File: src/rtl/game_pkg.sv
// game_pkg: setup register map shared by the setup slave and its read initiator.
package game_pkg;
  localparam int SETUP_NUM_REGS = 9;
  localparam int SETUP_ADDR_STEP = 2;
  localparam int SETUP_TIMEOUT_CYCLES = 16;
  localparam logic [7:0] ROW_COLUMN_NUMBER_ADDR = 8'h00;
  localparam logic [7:0] MINE_NUM_ADDR = 8'h02;
  localparam logic [7:0] TIMER_SECONDS_ADDR = 8'h04;
  localparam logic [7:0] FIELD_SIZE_ADDR = 8'h06;
  localparam logic [7:0] BOARD_SIZE_ADDR = 8'h08;
  localparam logic [7:0] BOARD_XPOS_ADDR = 8'h0A;
  localparam logic [7:0] BOARD_YPOS_ADDR = 8'h0C;
  localparam logic [7:0] GAMES_WON_ADDR = 8'h0E;
  localparam logic [7:0] GAMES_LOST_ADDR = 8'h10;
endpackage

File: src/rtl/wb_setup_reader.sv
// wb_setup_reader: wishbone master that fetches all setup registers and publishes them atomically.
module wb_setup_reader
  import game_pkg::*;
#(
  parameter int NUM_REGS = SETUP_NUM_REGS,
  parameter int ADDR_STEP = SETUP_ADDR_STEP,
  parameter int TIMEOUT_CYCLES = SETUP_TIMEOUT_CYCLES
) (
  input  logic        clk,
  input  logic        rst,
  input  logic        start,
  output logic        stb_o,
  output logic        we_o,
  output logic [7:0]  adr_o,
  input  logic [15:0] dat_i,
  input  logic        ack_i,
  input  logic        stall_i,
  output logic        busy,
  output logic        done,
  output logic        error,
  output logic [15:0] row_column_number,
  output logic [15:0] mine_num,
  output logic [15:0] timer_seconds,
  output logic [15:0] field_size,
  output logic [15:0] board_size,
  output logic [15:0] board_xpos,
  output logic [15:0] board_ypos,
  output logic [15:0] games_won,
  output logic [15:0] games_lost
);
  typedef enum logic [2:0] {IDLE, ISSUE, WAIT_ACK, PUBLISH, ERR} state_t;
  localparam int CW = $clog2(TIMEOUT_CYCLES + 1);
  state_t state, state_d;
  logic [3:0] idx, idx_d;
  logic [CW-1:0] cnt, cnt_d;
  logic [7:0] adr_d;
  logic stb_d, busy_d, done_d, err_d, cap, pub, tmo;
  logic [15:0] shadow [NUM_REGS];
  logic [15:0] pub_r [NUM_REGS];
  assign tmo = cnt == CW'(TIMEOUT_CYCLES - 1);
  assign we_o = 1'b0;
  always_comb begin
    state_d = state;
    idx_d = idx;
    cnt_d = cnt;
    adr_d = adr_o;
    stb_d = stb_o;
    busy_d = busy;
    done_d = 1'b0;
    err_d = error;
    cap = 1'b0;
    pub = 1'b0;
    case (state)
      IDLE: if (start) begin
        state_d = ISSUE;
        idx_d = '0;
        cnt_d = '0;
        adr_d = '0;
        stb_d = 1'b1;
        busy_d = 1'b1;
        err_d = 1'b0;
      end
      ISSUE: if (!stall_i) begin
        state_d = WAIT_ACK;
        stb_d = 1'b0;
        cnt_d = '0;
      end else if (tmo) begin
        state_d = ERR;
        stb_d = 1'b0;
        busy_d = 1'b0;
        err_d = 1'b1;
        cnt_d = '0;
      end else cnt_d = cnt + CW'(1);
      WAIT_ACK: if (ack_i) begin
        cap = 1'b1;
        cnt_d = '0;
        if (idx == 4'(NUM_REGS - 1)) begin
          state_d = PUBLISH;
          busy_d = 1'b0;
          done_d = 1'b1;
          pub = 1'b1;
        end else begin
          state_d = ISSUE;
          idx_d = idx + 4'd1;
          adr_d = 8'((int'(idx) + 1) * ADDR_STEP);
          stb_d = 1'b1;
        end
      end else if (tmo) begin
        state_d = ERR;
        busy_d = 1'b0;
        err_d = 1'b1;
        cnt_d = '0;
      end else cnt_d = cnt + CW'(1);
      default: state_d = IDLE;
    endcase
  end
  // the final word goes straight from the bus into the published set so all nine update together
  always_ff @(posedge clk or negedge rst) begin
    if (!rst) begin
      state <= IDLE;
      idx <= '0;
      cnt <= '0;
      adr_o <= '0;
      stb_o <= 1'b0;
      busy <= 1'b0;
      done <= 1'b0;
      error <= 1'b0;
      for (int i = 0; i < NUM_REGS; i++) begin
        shadow[i] <= '0;
        pub_r[i] <= '0;
      end
    end else begin
      state <= state_d;
      idx <= idx_d;
      cnt <= cnt_d;
      adr_o <= adr_d;
      stb_o <= stb_d;
      busy <= busy_d;
      done <= done_d;
      error <= err_d;
      if (cap) shadow[idx] <= dat_i;
      if (pub) for (int i = 0; i < NUM_REGS; i++) pub_r[i] <= (i == int'(idx)) ? dat_i : shadow[i];
    end
  end
  assign row_column_number = pub_r[0];
  assign mine_num = pub_r[1];
  assign timer_seconds = pub_r[2];
  assign field_size = pub_r[3];
  assign board_size = pub_r[4];
  assign board_xpos = pub_r[5];
  assign board_ypos = pub_r[6];
  assign games_won = pub_r[7];
  assign games_lost = pub_r[8];
endmodule

File: config.mk
export PLATFORM = sky130hd
export DESIGN_NAME = wb_setup_reader
export DESIGN_NICKNAME = d
export VERILOG_FILES = /design/src/rtl/game_pkg.sv /design/src/rtl/wb_setup_reader.sv
export SDC_FILE = /design/constraint.sdc
export NUM_CORES = 1
export LEC_CHECK = 0
export BUFFER_PORTS_ARGS = -buffer_cell sky130_fd_sc_hd__buf_2
export CORE_UTILIZATION = 54
export DETAILED_ROUTE_END_ITERATION = 12
export GPL_TIMING_DRIVEN = 1
export HOLD_SLACK_MARGIN = 0.12
export PLACE_DENSITY_LB_ADDON = 0.25
export SLEW_MARGIN = 20
export SYNTH_ARGS = -nofsm -noshare
export SYNTH_HDL_FRONTEND = slang
export SYNTH_SLANG_ARGS = --single-unit
File: constraint.sdc
create_clock -name clk -period 2.3 [get_ports clk]
set_input_delay 0.46 -clock clk [delete_from_list [all_inputs] [get_ports clk]]
set_output_delay 0.46 -clock clk [all_outputs]
set_load 0.02 [all_outputs]
==> impl_metrics.tcl, run 1 <==
set metrics [dict create \
    syn_to_final_growth_pct 16.8 \
    cts-root-buf "clkbuf_16" \
    r2r_slack_ns 0.25 \
    fmax_ghz 0.489 \
    maxSlewHeadroom_pct 47.8 \
    synth_top_area_cell "dfrtp_1" \
    gr-total-overflow 0 \
    dr.pass1.iters 4 \
    post_cts_buffers 0 \
    htreeDepth 1 \
    drt.antenna.violating_nets 0 \
    crit_start "idx[0]$_DFFE_PN0P_" \
    r2r-start "idx[0]$_DFFE_PN0P_" \
    clkTransAtPathRegs_ns 0.06 \
    power_uw 12900 \
    grt_pass1_vias 7972 \
    grt_pass1_wl_mm 43.0 \
    vias 7950 \
    post_drt_wl_per_cell_um 17.6 \
    via_per_inst 5.34 \
    p_leak_uw 0.00781 \
    synth_ff_type "dfrtp_1" \
    drtIter0Drc 373 \
    rsz0062_at_grt "no" \
    io_buffers 173 \
    postPlaceCellArea_um2 13400 \
    drive_gt1_share_pct 33.0 \
    yosysWarnings 0 \
    endpoint_kind "flip-flop" \
    cp_slowest_cell "dfrtp_1" \
    crit_arrival_ns 2.44 \
    crit_buf_inv 2 \
    critical-path-max-stage-delay_ns 0.44 \
    cp_data_required_time_ns 2.69 \
    core_area_um2 22600 \
    hold_viol_final 0 \
    worstSetupStartpointType "flip-flop" \
    netlist-cell-type-count 43 \
    diodes 0 \
    crit_chain "inv_1, ha_1, and3b_1, nand2_8, buf_12, o21ai_0" \
    grt_antenna_before_repair 0 \
    nets 1207 \
    final.setup_skew_ns 0.0121 \
    report.final.slew_viol_count 0 \
    netlist_top_cells_area "dfrtp_1 58%, mux2_2 12%, mux2i_1 10%" \
    cp_max_fo 105 \
    worst_pin_slew_ns 0.776 \
    ir_drop_v 0.000546 \
    outcome "complete, no violations" \
    ys_seq_area_share_pct 58.0 \
    async_flop_share_pct 100 \
    synth_common_cells "289 x dfrtp_1, 186 x nand2_1, 136 x o21ai_0" \
    synth.top_cell.area_share_pct 58.0 \
    stdcell_area_um2 14600 \
    synth_edf_count 0 \
    dieArea_um2 23700 \
    clockBufferDepth 3 \
    fin_crit_ns 2.05 \
    maxCapViolations 0 \
    rows 55 \
    ys_ff_latch 289 \
    synth.most_common_cell "dfrtp_1" \
    min_period_over_period_pct 88.9 \
    clock-sinks 289 \
    syn_area_per_cell_um2 12.0 \
    dpl.hpwl_mm 17.1 \
    wirelength_mm 26.2 \
    hold_start "stall_i" \
    syn_area_um2 12500 \
    clk_latency_ns 0.54 \
    tns_ns 0 \
    drt_drc_violations_left 0 \
    critPathKind "flip-flop to flip-flop" \
    grt_max_degree 106 \
    critPathTopFamily "simple AND/OR/NAND/NOR gates" \
    ioPinCount 178 \
    power_density_nw_per_um2 883 \
    cts_buffers 30 \
    netlist_instances 1039 \
    initial_utilization_pct 55.1 \
    grt_usage_pct 22.9 \
    cts_tree "yes" \
    hp-class "primary input to flip-flop" \
    die_w_um 154 \
    gp_congestion 0.762 \
    setup_viol 0 \
    die_h_um 154 \
]
-- metal layers --
layer	global-route usage (%)	share of wire (%)	vias up
li1	-	-	3845
met1	31.8	47	3914
met2	38.0	47	166
met3	4.28	4.7	25
met4	4.62	1.2	0
met5	0	0	-
-- power breakdown --
group	total [µW]	switching, µW	internal [µW]
clock	5240	1950	3290
combinational	1880	990	885
sequential	5740	233	5510
total	12900	3170	9690
-- worst register-to-register path, delay by kind of cell (launching register included) --
family / cells / cell delay, ns
and+or+nand+nor: 2 / 0.48
buffers and inverters: 2 / 0.46
DFF: 1 / 0.44
adders and majority gates: 1 / 0.30
AOI/OAI and AO/OA: 1 / 0.22
-- cell type report --
cell class              count  area [µm²]
repair buffers            200        1170
inverters                   8        33.8
clock buffers              48         960
flip-flops and latches    289        7230
well taps                 285         357
multi-input cells         652        4670
fillers                  1773        8080
clock inverters             8         146
-- registers in the layout, indices dropped and copies added, names as in the netlist, 2 cells and up --
register	count
shadow	128
timer_seconds	16
adr_o	2
cnt	5
idx	3
board_size	16
field_size	16
mine_num	16
board_ypos	16
games_won	16
state	3
games_lost	16
board_xpos	16
row_column_number	16
-- through the flow --
step | utilization (%) | setup WS (ns) | hold WS (ns) | instances
floorplan | - | 0.314 | 0.164 | 1042
global route | 64.3 | 0.111 | 0.183 | 1490
finish | 64.3 | 0.254 | 0.197 | 1490
global placement | 59.4 | 0.257 | 0.442 | 1433
CTS | 64.3 | 0.175 | 0.179 | 1490
detailed placement | 59.4 | 0.199 | 0.436 | 1433
-- final timing paths --
kind	to	depth (start not counted)
setup / recovery	board_xpos[0]$_DFFE_PN0P_	6
hold / removal	state[1]$_DFFE_PN0N_	2
setup reg to reg	board_xpos[0]$_DFFE_PN0P_	6
hold reg to reg	board_ypos[11]$_DFFE_PN0P_	2
max in group asynchronous	row_column_number[0]$_DFFE_PN0P_	3
min in group asynchronous	mine_num[15]$_DFFE_PN0P_	2
-- cells in the final DEF (no fill, tap or decap), types with 2 or more instances in the layout --
| cell type | n |
|---|---|
| dfrtp_1 | 289 |
| nand2_1 | 186 |
| buf_2 | 172 |
| o21ai_0 | 136 |
| mux2_2 | 129 |
| mux2i_1 | 128 |
| clkbuf_16 | 31 |
| buf_4 | 19 |
| clkbuf_8 | 12 |
| nor2_1 | 9 |
| nand2_2 | 8 |
| a21oi_1 | 8 |
| inv_1 | 7 |
| buf_12 | 7 |
| ha_1 | 5 |
| clkbuf_1 | 5 |
| nand3_4 | 4 |
| conb_1 | 4 |
| bufinv_16 | 4 |
| nor3b_2 | 3 |
| nand3_1 | 3 |
| a31oi_1 | 3 |
| clkinvlp_4 | 2 |
| nor2b_1 | 2 |
| o31ai_1 | 2 |
| nand2b_1 | 2 |
| and2_1 | 2 |
| nand4_1 | 2 |
| clkinv_2 | 2 |
-- cells by family (layout without fill, tap and decap cells) --
logic type | Yosys count | count (layout) | share of synthesized area (%)
flip-flops | 289 | 289 | 58.0
AND/OR/NAND/NOR | 232 | 232 | 8.21
other | 1 | 4 | 0.0301
multiplexers | 257 | 257 | 21.9
buffers and inverters | 101 | 264 | 4.95
adder cells (fa/ha/maj) | 5 | 5 | 0.502
AO/OA/AOI/OAI | 153 | 153 | 6.32
XOR/XNOR | 1 | 1 | 0.0703
-- repair_timing --
action                                 4_1_cts  5_1_grt
setup endpoints to repair                    0        9
endpoints found under the hold margin       50        0
hold buffers                                 1        0
resized for setup                            0        1
Note: power is estimated with default switching activity, not from simulation.
==> inputs of run 2 (changes only) <==
--- a/config.mk
+++ b/config.mk
@@ -10,7 +10,7 @@
 export DETAILED_ROUTE_END_ITERATION = 12
 export GPL_TIMING_DRIVEN = 1
 export HOLD_SLACK_MARGIN = 0.12
-export PLACE_DENSITY_LB_ADDON = 0.25
+export PLACE_DENSITY_LB_ADDON = 0.12
 export SLEW_MARGIN = 20
 export SYNTH_ARGS = -nofsm -noshare
 export SYNTH_HDL_FRONTEND = slang
==> impl_metrics.tcl, run 2 (same netlist as run 1, synthesis figures left out) <==
set metrics [dict create \
    outcome "complete, no violations" \
    rsz0062_at_grt "no" \
    gr-total-overflow 0 \
    largest_reg_flops 128 \
    multi_input_area_um2 4670 \
    ir_drop_v 0.000566 \
    setup_viol 0 \
    drt_drc_violations_left 0 \
    syn_to_final_growth_pct 16.7 \
    drt.antenna.violating_nets 0 \
    crit_arrival_ns 2.45 \
    cts-root-buf "clkbuf_16" \
    cp_max_fo 16 \
    power_density_nw_per_um2 875 \
    hold_viol_final 0 \
    layout_commonest_cell "dfrtp_1" \
    r2r_slack_ns 0.26 \
    maxSlewHeadroom_pct 52.8 \
    gp_congestion 0.769 \
    post_drt_wl_per_cell_um 17.7 \
    nets 1209 \
    diodes 0 \
    post_cts_buffers 0 \
    grt_pass1_wl_mm 43.4 \
    mostFrequentLayoutCells "289 x dfrtp_1, 186 x nand2_1, 172 x buf_2" \
    fillers 1781 \
    clock-sinks 289 \
    maxCapViolations 0 \
    initial_utilization_pct 55.1 \
    critPathKind "flip-flop to flip-flop" \
    dpl.hpwl_mm 17.4 \
    rows 55 \
    power_uw 12700 \
    dr.pass1.iters 7 \
    hp-class "primary input to flip-flop" \
    fin_crit_ns 2.04 \
    io_buffers 173 \
    final.setup_skew_ns 0.0164 \
    cp_data_required_time_ns 2.71 \
    dieArea_um2 23700 \
    wirelength_mm 26.4 \
    regMostFlops "shadow" \
    tns_ns 0 \
    endpoint_kind "flip-flop" \
    grt_usage_pct 23.1 \
    grt_pass1_vias 7749 \
    clkTransAtPathRegs_ns 0.06 \
    ioPinCount 178 \
    via_per_inst 5.36 \
    cts_buffers 30 \
    min_period_over_period_pct 88.5 \
    drtIter0Drc 375 \
    die_h_um 154 \
    grt_max_degree 64 \
    cts_tree "yes" \
    die_w_um 154 \
    grt_antenna_before_repair 0 \
    core_area_um2 22600 \
    worst_pin_slew_ns 0.702 \
    p_leak_uw 0.00781 \
    report.final.slew_viol_count 0 \
    drive_gt1_share_pct 33.1 \
    vias 7994 \
    fmax_ghz 0.491 \
    register_area_um2 7230 \
    clk_latency_ns 0.55 \
    worstSetupStartpointType "flip-flop" \
    htreeDepth 1 \
    clockBufferDepth 3 \
]
[run 2: cell types whose count changed in the layout (fill, tap and decap cells not counted)]
cell,before,now
clkbuf_1,5,4
clkinvlp_4,2,3
clkinv_1,0,1
inv_6,0,1
clkinv_2,2,7
buf_12,7,9
clkinv_4,1,0
clkbuf_8,12,6
[run 2: per-layer routing]
metal,track usage [%],vias to the layer above,share of wire [%]
li1,-,3841,-
met1,34.4,3958,48
met2,36.3,166,46
met3,3.35,29,4.4
met4,4.76,0,1.2
met5,0,-,0
[run 2: what timing repair did]
action / CTS / global route
resized for setup: 0 / 0
hold buffers: 1 / 0
endpoints found under the hold margin: 57 / 0
setup endpoints to repair: 0 / 0
[run 2: final cells by class]
type / instances / share of cell area, %
Clock buffer: 41 / 6.00
Clock inverter: 15 / 1.28
Inverter: 8 / 0.206
Multi-Input combinational cell: 652 / 32.1
Sequential cell: 289 / 49.7
Tap cell: 285 / 2.45
Timing Repair Buffer: 202 / 8.31
[run 2: per-stage QoR]
step	hold WS [ns]	utilization [%]	worst slack [ns]	instances	area [µm²]
2_1_floorplan	0.164	-	0.314	1042	12500
3_3_place_gp	0.451	59.6	0.324	1435	13500
3_5_place_dp	0.446	59.6	0.279	1435	13500
4_1_cts	0.155	64.3	0.255	1492	14600
5_1_grt	0.165	64.3	0.0963	1492	14600
6_report	0.171	64.3	0.265	1492	14600
[run 2: path summary, 6_finish.rpt]
kind | from | endpoint | cells after the start
worst max-delay path | idx[0]$_DFFE_PN0P_ | shadow[133]$_DFFE_PN0P_ | 5
worst min-delay path | stall_i | state[1]$_DFFE_PN0N_ | 2
worst min register to register | games_won[1]$_DFFE_PN0P_ | games_won[1]$_DFFE_PN0P_ | 2
max in group asynchronous | rst | field_size[5]$_DFFE_PN0P_ | 3
worst max register to register | idx[0]$_DFFE_PN0P_ | shadow[133]$_DFFE_PN0P_ | 5
min in group asynchronous | rst | shadow[19]$_DFFE_PN0P_ | 2
[run 2: power breakdown]
part | total (µW) | internal, µW | leakage, µW | switching [µW]
logic | 1900 | 894 | 0.00331 | 1010
registers | 5750 | 5510 | 0.00398 | 240
clock network | 5080 | 3100 | 0.000519 | 1980
total | 12700 | 9510 | 0.00781 | 3220
[run 2: worst max-delay path, stage by stage, from the launching register on]
cell	delay, ns
dfrtp_1	0.45
inv_1	0.11
ha_1	0.31
nor3b_2	0.35
nand2_2	0.32
mux2_2	0.36
==> inputs of run 3 (changes only) <==
--- a/config.mk
+++ b/config.mk
@@ -8,10 +8,10 @@
 export BUFFER_PORTS_ARGS = -buffer_cell sky130_fd_sc_hd__buf_2
 export CORE_UTILIZATION = 54
 export DETAILED_ROUTE_END_ITERATION = 12
+export GPL_ROUTABILITY_DRIVEN = 0
 export GPL_TIMING_DRIVEN = 1
 export HOLD_SLACK_MARGIN = 0.12
-export PLACE_DENSITY_LB_ADDON = 0.12
-export SLEW_MARGIN = 20
+export PLACE_DENSITY = 0.87
 export SYNTH_ARGS = -nofsm -noshare
 export SYNTH_HDL_FRONTEND = slang
 export SYNTH_SLANG_ARGS = --single-unit
==> impl_metrics.tcl, run 3 (same netlist as run 1, synthesis figures left out) <==
set metrics [dict create \
    gr-total-overflow 0 \
    cts-hold-fix-buffers 1 \
    netSwitchingFraction_pct 26.3 \
    post_cts_buffers 0 \
    grt_pass1_vias 8280 \
    worstSetupStartpointType "flip-flop" \
    dr.pass1.iters 5 \
    vias 8278 \
    endpoint_kind "flip-flop" \
    htreeDepth 1 \
    die_h_um 154 \
    cp_data_required_time_ns 2.70 \
    rows 55 \
    stdcell_area_um2 14500 \
    syn_to_final_growth_pct 16.3 \
    crit_buf_inv 2 \
    regMostFlops "shadow" \
    p_clk_share_pct 38.2 \
    nets 1206 \
    maxSlewHeadroom_pct 48.9 \
    clockBufferDepth 3 \
    ioPinCount 178 \
    drive_gt1_share_pct 33.1 \
    clock-sinks 289 \
    hold_slack_ns 0.165 \
    diodes 0 \
    min_period_over_period_pct 90.3 \
    p_seq_share_pct 45.9 \
    power_switching_uw 3300 \
    p_int_uw 9260 \
    maxCapViolations 0 \
    cts_tree "yes" \
    setup_viol 0 \
    crit_arrival_ns 2.48 \
    hp-class "primary input to flip-flop" \
    largest_reg_flops 128 \
    hold_viol_final 0 \
    layout_commonest_cell "dfrtp_1" \
    clk_latency_ns 0.55 \
    critPathTopFamily "simple AND/OR/NAND/NOR gates" \
    postPlaceCellArea_um2 13500 \
    grt_antenna_before_repair 0 \
    timing.rr.end "games_won[1]$_DFFE_PN0P_" \
    dieArea_um2 23700 \
    grt_usage_pct 23.5 \
    cp.depth 7 \
    via_per_inst 5.57 \
    critical-path-max-stage-delay_ns 0.43 \
    reg2reg_depth 7 \
    power_uw 12600 \
    drtIter0Drc 513 \
    worst_pin_slew_ns 0.759 \
    dpl.hpwl_mm 18.1 \
    cp_max_fo 52 \
    core_area_um2 22600 \
    pwr-share-comb_pct 15.8 \
    wirelength_mm 27.5 \
    cts_resized 0 \
    fin_crit_ns 2.08 \
    final.setup_skew_ns 0.0114 \
    crit_chain "inv_1, ha_1, and3b_1, nand2_8, buf_4, nand2_1, o21ai_0" \
    r2r-start "idx[1]$_DFFE_PN0P_" \
    rsz0062_at_grt "no" \
    drt.antenna.violating_nets 0 \
    power_density_nw_per_um2 866 \
    outcome "complete, no violations" \
    grt_max_degree 61 \
    grt_pass1_wl_mm 43.9 \
    hold_path_depth 2 \
    die_w_um 154 \
    p_leak_uw 0.00777 \
    final_util_pct 64.0 \
    critPathKind "flip-flop to flip-flop" \
    cts-root-buf "clkbuf_16" \
    initial_utilization_pct 55.1 \
    worstHoldEndpoint "state[1]$_DFFE_PN0N_" \
    report.final.slew_viol_count 0 \
    tns_ns 0 \
    fmax_ghz 0.482 \
    cts_buffers 28 \
    drt_drc_violations_left 0 \
    mostFrequentLayoutCells "289 x dfrtp_1, 186 x nand2_1, 172 x buf_2" \
    cp_slowest_cell "dfrtp_1" \
    clkTransAtPathRegs_ns 0.07 \
    post_drt_wl_per_cell_um 18.5 \
    r2r_slack_ns 0.22 \
    ir_drop_v 0.000636 \
    hold_start "stall_i" \
    io_buffers 173 \
]
==> run 3: cell count changes in the layout (fill, tap and decap cells not counted), sizes merged <==
cell	delta
bufinv	-1
clkbuf	-5
buf	-1
inv	+1
clkinvlp	+1
==> run 3: per-layer routing <==
metal  vias up  global-route usage, %  share of wire (%)
li1       3823                      -                  -
met1      4157                   31.5                 43
met2       245                   39.7                 49
met3        53                   3.10                4.8
met4         0                   7.76                2.6
met5         -                      0                  0
==> run 3: worst max-delay path by stage <==
stage / from / to / slack, ns
finish: idx[1]$_DFFE_PN0P_ / games_won[1]$_DFFE_PN0P_ / 0.22
global route: idx[1]$_DFFE_PN0P_ / games_won[1]$_DFFE_PN0P_ / 0.04
detailed placement: idx[1]$_DFFE_PN0P_ / shadow[121]$_DFFE_PN0P_ / 0.29
CTS: idx[1]$_DFFE_PN0P_ / shadow[128]$_DFFE_PN0P_ / 0.25
floorplan: idx[0]$_DFFE_PN0P_ / shadow[133]$_DFFE_PN0P_ / 0.31
global placement: idx[1]$_DFFE_PN0P_ / shadow[123]$_DFFE_PN0P_ / 0.34
==> run 3: cell type report <==
type	instances	area [µm²]
flip-flops and latches	289	7230
clock inverters	16	188
clock buffers	36	801
fillers	1690	8140
inverters	8	30.0
well taps	285	357
repair buffers	201	1230
multi-input cells	652	4670
==> run 3: power groups by stage <==
stage	Sequential (µW)	Clock, µW	Combinational [µW]
floorplan	5810	0	1450
global placement	5820	0	1920
detailed placement	5850	0	1980
CTS	5760	4870	2000
global route	5810	5080	2160
finish	5770	4800	1990
==> run 3: per-stage QoR <==
step           setup slack [ns]  instances
2_1_floorplan             0.314       1042
3_3_place_gp              0.341       1434
3_5_place_dp              0.294       1434
4_1_cts                   0.247       1487
5_1_grt                  0.0424       1487
6_report                  0.224       1487
